## config.mk

```make
export PLATFORM = sky130hd
export DESIGN_NAME = classification_ctrl
export DESIGN_NICKNAME = d
export VERILOG_FILES = /design/src/rtl/classification_ctrl_pkg.sv /design/src/rtl/valid_delay_line.sv /design/src/rtl/classification_ctrl.sv
export SDC_FILE = /design/constraint.sdc
export NUM_CORES = 1
export LEC_CHECK = 0
export BUFFER_PORTS_ARGS = -buffer_cell sky130_fd_sc_hd__buf_4
export CORE_AREA = 8 8 96 72
export CTS_BUF_LIST = sky130_fd_sc_hd__clkbuf_16
export CTS_CLUSTER_DIAMETER = 80
export DETAILED_ROUTE_END_ITERATION = 10
export DIE_AREA = 0 0 104 80
export GPL_TIMING_DRIVEN = 0
export HOLD_SLACK_MARGIN = 0.02
export PLACE_DENSITY = 0.66
export SLEW_MARGIN = 20
export SYNTH_ARGS = -nofsm -noshare
export SYNTH_HDL_FRONTEND = slang
export SYNTH_SLANG_ARGS = --single-unit
export TNS_END_PERCENT = 5
```

## constraint.sdc

```tcl
create_clock -name clk -period 2 [get_ports clk]
set_clock_uncertainty 0.05 [all_clocks]
set_input_delay 0.1 -clock clk [delete_from_list [all_inputs] [get_ports clk]]
set_output_delay 0.1 -clock clk [all_outputs]
set_load 0.005 [all_outputs]
```

## src/rtl/classification_ctrl_pkg.sv

```systemverilog
// Shared k-means definitions: controller state encoding and pipeline latency defaults.
package classification_ctrl_pkg;

    // Controller pass phases.
    typedef enum logic [2:0] {
        StIdle,
        StLoadCen,
        StStream,
        StDrain,
        StDone
    } state_e;

    // RAM read latency (read strobe to data valid).
    localparam int unsigned RD_LAT_DEFAULT  = 1;
    // Input-register load to accumulator capture of the same point.
    localparam int unsigned ACC_LAT_DEFAULT = 3;

endpackage

```

## src/rtl/valid_delay_line.sv

```systemverilog
// Never-stalled valid shift register; every stage is visible as a tap.
module valid_delay_line #(
    parameter int unsigned DEPTH = 4
) (
    input  logic             clk,
    input  logic             rst,
    input  logic             i_valid,
    output logic [DEPTH-1:0] o_taps
);

    logic [DEPTH-1:0] r_sr;

    // Shift one stage per clock; tap i is i_valid delayed by i+1 cycles.
    always_ff @(posedge clk or posedge rst) begin
        if (rst) begin
            r_sr <= '0;
        end else begin
            r_sr[0] <= i_valid;
            for (int i = 1; i < int'(DEPTH); i++) begin
                r_sr[i] <= r_sr[i-1];
            end
        end
    end

    assign o_taps = r_sr;

endmodule

```

## src/rtl/classification_ctrl.sv

```systemverilog
// Classification pass controller: loads centroids, streams points from RAM and
// tracks in-flight points through the read and accumulate pipeline.
module classification_ctrl
    import classification_ctrl_pkg::*;
#(
    parameter int unsigned addrWidth    = 8,
    parameter int unsigned centroid_num = 8,
    parameter int unsigned RD_LAT       = RD_LAT_DEFAULT,
    parameter int unsigned ACC_LAT      = ACC_LAT_DEFAULT
) (
    input  logic                    clk,
    input  logic                    rst,
    input  logic                    i_start,
    input  logic [addrWidth-1:0]    i_num_points,
    input  logic [3:0]              i_k,
    input  logic                    i_hold,
    output logic [addrWidth-1:0]    o_ram_addr,
    output logic                    o_ram_rd_en,
    output logic                    o_ram_input_reg_en,
    output logic [centroid_num-1:0] o_centroid_en,
    output logic                    o_accum_clr,
    output logic                    o_accumulators_en,
    output logic                    o_busy,
    output logic                    o_done
);

    // Both latencies are assumed to be at least one cycle.
    localparam int unsigned DelayDepth = RD_LAT + ACC_LAT;

    state_e                  r_state;
    // Issued-point count; its low bits double as the read address.
    logic [addrWidth:0]      r_issued;
    logic [addrWidth-1:0]    r_num_points;
    logic [addrWidth-1:0]    r_last_addr;
    logic                    r_busy;
    logic                    r_done;
    logic                    r_accum_clr;
    logic [centroid_num-1:0] r_centroid_en;

    logic                    w_rd_en;
    logic [addrWidth-1:0]    w_cur_addr;
    logic                    w_last_issue;
    logic [DelayDepth-1:0]   w_taps;
    logic                    w_drain_empty;
    logic [centroid_num-1:0] w_cen_mask;

    assign w_rd_en      = (r_state == StStream) && !i_hold;
    assign w_cur_addr   = r_issued[addrWidth-1:0];
    assign w_last_issue = w_rd_en && (r_issued == {1'b0, r_num_points});
    // Only the final stage still holds a point, so the line is empty after this edge.
    assign w_drain_empty = (w_taps[DelayDepth-2:0] == '0);

    // Centroid load mask: k out of range (0 or above the register count) loads all.
    always_comb begin
        w_cen_mask = '0;
        for (int i = 0; i < int'(centroid_num); i++) begin
            if (i_k == 4'd0 || int'(i_k) > int'(centroid_num)) begin
                w_cen_mask[i] = 1'b1;
            end else begin
                w_cen_mask[i] = (i < int'(i_k));
            end
        end
    end

    // Pass sequencing FSM with registered state-decoded outputs.
    always_ff @(posedge clk or posedge rst) begin
        if (rst) begin
            r_state       <= StIdle;
            r_issued      <= '0;
            r_num_points  <= '0;
            r_last_addr   <= '0;
            r_busy        <= 1'b0;
            r_done        <= 1'b0;
            r_accum_clr   <= 1'b0;
            r_centroid_en <= '0;
        end else begin
            r_done        <= 1'b0;
            r_accum_clr   <= 1'b0;
            r_centroid_en <= '0;
            unique case (r_state)
                StIdle: begin
                    if (i_start) begin
                        r_state       <= StLoadCen;
                        r_num_points  <= i_num_points;
                        r_busy        <= 1'b1;
                        r_accum_clr   <= 1'b1;
                        r_centroid_en <= w_cen_mask;
                    end
                end
                StLoadCen: begin
                    r_state  <= StStream;
                    r_issued <= '0;
                end
                StStream: begin
                    if (w_rd_en) begin
                        r_issued    <= r_issued + {{addrWidth{1'b0}}, 1'b1};
                        r_last_addr <= w_cur_addr;
                    end
                    if (w_last_issue) begin
                        r_state <= StDrain;
                    end
                end
                StDrain: begin
                    if (w_drain_empty) begin
                        r_state <= StDone;
                        r_done  <= 1'b1;
                    end
                end
                StDone: begin
                    r_state <= StIdle;
                    r_busy  <= 1'b0;
                end
                default: begin
                    r_state <= StIdle;
                    r_busy  <= 1'b0;
                end
            endcase
        end
    end

    valid_delay_line #(
        .DEPTH (DelayDepth)
    ) u_valid_delay_line (
        .clk     (clk),
        .rst     (rst),
        .i_valid (w_rd_en),
        .o_taps  (w_taps)
    );

    assign o_ram_rd_en        = w_rd_en;
    // Address stays on the last issued point while no read is strobed.
    assign o_ram_addr         = w_rd_en ? w_cur_addr : r_last_addr;
    assign o_ram_input_reg_en = w_taps[RD_LAT-1];
    assign o_accumulators_en  = w_taps[DelayDepth-1];
    assign o_centroid_en      = r_centroid_en;
    assign o_accum_clr        = r_accum_clr;
    assign o_busy             = r_busy;
    assign o_done             = r_done;

endmodule

```

Yosys cells after proc, flatten, opt, wreduce, memory -nomap -nowiden. Cells that the tools add are included.

Bitwise operators: 1. Muxes and demuxes: 23. Eq/ne operators: 8. Add/subtract/negate cells: 1. Order comparisons: 9. Reduce and logical (&&, ||, !) cells: 13.

Operator list (count): $mux W8 (3); $pmux W9 S2 (1); $lt A3 B4 Y1 const A (4); $mux W1 (13); $pmux W3 S4 (1); $add A9 B1 Y9 const B (1); $eq A9 B8 Y1 (1); $mux W3 (3); $mux W9 (1); $lt A1 B4 Y1 const A (2); $lt A2 B4 Y1 const A (2); $eq A3 B2 Y1 const B (2); $logic_not A3 Y1 (2); $ne A2 B2 Y1 const B (3); $reduce_and A2 Y1 (3); $gt A4 B4 Y1 const B (1); $logic_not A4 Y1 (1); $eq A3 B1 Y1 const B (1); $reduce_and A3 Y1 (1); $reduce_or A3 Y1 (1); $logic_and A1 B1 Y1 (2); $ne A2 B1 Y1 const B (1); $pmux W1 S2 (1); $reduce_bool A2 Y1 (1); other kinds (3) (3).

Register bits after elaboration: 43. Word-level logic and storage cells: 64.

Longest topological paths before layout.
Depth after elaboration: 5. Depth in mapped cells: 7. Gate-level depth less buffers: 5.

Cells and area by module. Synthesis repeated with hierarchy kept, for this count alone.

Cells, all modules: 161. Area, all modules: 1913.1 µm².

By module, submodules not included: classification_ctrl (instances 1, cells an instance 156, area an instance 1809.2 µm²); valid_delay_line (instances 1, cells an instance 5, area an instance 103.8 µm²).

Worst setup path after synthesis. Ideal clock, no wire load.

Path type: flip-flop to flip-flop. Start point: register r_state[0]. End point: register r_num_points[0]. Required time: 1825 ps. Cell stages (with the launch flop): 8. Path buffers: 2. Setup slack: 238 ps. Arrival time: 1587 ps. Library setup time: 125 ps. Period minus slack after synthesis: 1762 ps. Cell sequence: dfrtp_1 -> buf_2 -> nor2_1 -> nand2_1 -> or2_2 -> buf_2 -> inv_2 -> mux2_2.

Word-level cells in the longest chain between the ends: 2.

Ends and longest elaborated chain: from (decl) (line classification_ctrl.sv:30) `state_e r_state;`; from (signal assigned) (line classification_ctrl.sv:68) `r_state <= StIdle;`; from (signal assigned) (line classification_ctrl.sv:83) `r_state <= StLoadCen;`; from (signal assigned) (line classification_ctrl.sv:91) `r_state <= StStream;`; $logic_not A3 Y1 (line classification_ctrl.sv:80) `unique case (r_state)`; $reduce_and A2 Y1 (no source line); to (signal assigned) (line classification_ctrl.sv:84) `r_num_points <= i_num_points;`; to (decl) (line classification_ctrl.sv:33) `logic [addrWidth-1:0] r_num_points;`.

No other way between the ends. A chain may end at the register's enable or synchronous reset.

Final worst setup path.
Start point: register r_state[2]. End point: output port o_ram_addr[3].

Word-level cells in the longest chain between the ends: 3.

Ends and longest elaborated chain: $eq A3 B2 Y1 (line classification_ctrl.sv:47) `assign w_rd_en = (r_state == StStream) && !i_hold;`; $logic_and A1 B1 Y1 (line classification_ctrl.sv:47); $mux W8 (line classification_ctrl.sv:132) `assign o_ram_addr = w_rd_en ? w_cur_addr : r_last_addr;`; to (decl) (line classification_ctrl.sv:17) `output logic [addrWidth-1:0] o_ram_addr,`.

No other way between the ends.

==> out/qor.yml <==
status:
  status: "finished, final reports clean"
layout:
  fin_area_sq_mm: 0.00263
  mostFrequentLayoutCell: "buf_4"
  syn2layout_area_growth_pct: 42.0
  instances_no_fill: 295
  diodes: 0
  finalNetCount: 236
  multi_input_area_sq_um: 751
  post-route-util_pct: 48.1
  drive_above_1_share_pct: 41.4
  regArea_sq_mm: 0.00105
  layout_common_cells: "buf_4, dfrtp_1, mux2_2"
  fillers: 520
yosys:
  syn_inst: 153
  yosysSeqAreaShare_pct: 56.7
  synthArstFlopShare_pct: 100
  synth-seq-cells: 42
  synth_ff_type: "dfrtp_1"
  syn_avg_cell_area_sq_um: 12.1
  synth.distinct_cells: 30
  syn-cell-area_sq_mm: 0.00185
  yosysWarnings: 0
  syn_nets: 170
  synth_edf_count: 0
clocking:
  clock_sinks: 42
  cts_tree: "built"
  clk_latency_ps: 280
  cts_root_buf: "clkbuf_16"
  clockBufferDepth: 2
  h-tree-depth: 2
  cts_buffers: 5
  cts.clk_slew.worst_paths_ps: 60
sta:
  setup_tns_ps: 0
  hold_ws_ps: 27.0
  fin_crit_sh_pct: 98.1
  rsz0062_at_grt: "yes"
  fin_ws_ps: 37.2
  fin_crit_ps: 1960
  setup_viol: 0
  finalMaxSlewViolations: 0
  finalHoldViolCount: 0
  tightest_slew_ps: 591
  clock.fmax_ghz: 0.509
  slew_headroom_pct: 60.5
die:
  num_rows: 23
  die_y_um: 80
  initial_core_util_pct: 33.9
  fp.dieW_um: 104
  die_area_sq_mm: 0.00832
  pin_count: 38
  core_area_sq_mm: 0.00547
min_path:
  holdCritStartpoint: "i_k[3]"
  whs_path_depth: 3
  hold_class: "in -> reg"
  min_to: "o_centroid_en[4]"
global_routing:
  grt_max_degree: 34
  grt_use_met1_pct: 13.9
  top_usage_layer: "met2"
  grt_pass1_wl_um: 6850
  met2_usage_pct: 15.5
  grt.overflow.total: 0
  grt_pass1_vias: 1369
  grtUsageTotal_pct: 10.4
  antenna_found_initial: 0
  gr-usage-met3_pct: 3.79
route:
  drc: 0
  wl_um: 4050
  drtPass1Iterations: 7
  drtIter0Drc: 67
  drt-vias-per-instance: 4.53
  route.antenna.remaining_nets: 0
  vias: 1337
  routedWlPerCell_um: 13.7
setup_path:
  rrSetupSlack_ps: 100
  path_delay_family: "buffers and inverters"
  worstPathRequired_ps: 1850
  path_common_cell: "buf_4"
  rr_startpoint: "r_state[0]"
  max_stage_delay_ps: 350
  path_cells: "buf_2 > nor4b_4 > buf_4 > buf_6 > mux2_2 > buf_4"
  crit_slowest_cell: "dfrtp_1"
  rr_worst_depth: 7
  worstSetupPathType: "reg -> out"
  arrival_ps: 1810
  cp_num_buf_inv: 4
  end_kind: "output port"
  reg2reg_to: "r_num_points[0]"
  worstPathMaxFanout: 8
  worst_setup_path_start_kind: "flop"
place:
  dp_hpwl_um: 2740
  dpl_worst_slack_ps: -23.5
  placedInstanceArea_sq_mm: 0.00225
  place_congestion: 0.710
  dp_cells: 266
  port_buffers: 37
power:
  p_leak_nw: 1.27
  vdd_drop_max_mv: 0.683
  fin_total_pwr_mw: 3.49
  power_density_mw_per_mm2: 1330
run:
  cap_violations: 0
==> metal layers <==
layer  vias up  routed length (um)
met5         -                   0
met4         0                  28
met3         6                 156
met2        25                1820
met1       646                2050
li1        660                   -
==> worst register-to-register path, delay by kind of cell (launching register included) <==
family                 cells  cell delay (ps)
buffers and inverters      3              490
multiplexers               1              350
AND/OR/NAND/NOR            3              540
flip-flops                 1              350
==> final cells by class <==
class / count / area share, %
timing repair buffer: 59 / 18.2
buffer: 7 / 1.85
inverter: 5 / 0.808
sequential: 42 / 39.9
tap: 75 / 3.56
clock buffer: 5 / 4.75
multi-input combinational: 99 / 28.5
clock inverter: 3 / 2.42
==> worst max-delay path by stage <==
stage	slack, ps	start	to	depth (start not counted)
5_1_grt	-50	r_state[2]	o_ram_addr[3]	6
6_report	40	r_state[2]	o_ram_addr[3]	6
4_1_cts	20	r_state[2]	o_ram_addr[3]	6
3_5_place_dp	-20	r_state[0]	o_ram_addr[0]	5
3_3_place_gp	-20	r_state[0]	o_ram_addr[0]	5
2_1_floorplan	240	r_state[0]	r_num_points[0]	7
==> flip-flops by register name (all words and copies together), names as in the netlist <==
name / cells
o_centroid_en: 7
o_done: 1
r_issued: 9
o_accum_clr: 1
r_state: 3
r_last_addr: 8
u_valid_delay_line.o_taps: 4
r_num_points: 8
o_busy: 1
==> report_power, final <==
| group | switching, mW | internal [mW] |
|---|---|---|
| Sequential | 0.196 | 1.11 |
| Clock | 0.318 | 0.711 |
| Combinational | 0.476 | 0.684 |
| Total | 0.989 | 2.51 |
==> cells in the mapped netlist (2+ instances only) <==
master	number	area share, %
buf_2	4	1.1
xor2_1	8	3.8
nor3_1	5	1.3
nor4_1	2	0.67
nand4_1	4	1.3
a21oi_1	5	1.3
xnor2_1	7	3.3
and3_1	3	1.0
nand2_1	4	0.81
mux2_2	25	15
o21ai_0	3	0.81
inv_1	4	0.81
buf_4	2	0.81
nor2_1	16	3.2
dfrtp_1	42	57
nand3b_1	2	0.81
nand3_1	4	1.1
==> kinds of logic (layout without fill, tap and decap cells) <==
| group | after synthesis | in the layout | share of synthesized area (%) |
|---|---|---|---|
| simple gates | 47 | 47 | 13.9 |
| buf+inv | 12 | 79 | 3.10 |
| xor+xnor | 15 | 15 | 7.09 |
| flops | 42 | 42 | 56.7 |
| mux | 25 | 25 | 15.2 |
| fa+ha+maj | 1 | 1 | 0.675 |
| compound gates | 11 | 11 | 3.37 |
==> what timing repair did <==
item	CTS	global route
setup buffers	8	0
cloned	2	0
endpoints found under the setup margin	8	17
hold endpoints to repair	52	0
hold buffers	11	0
gates resized for setup	3	1
pin swaps	1	0
(Power assumes the default switching activity.)
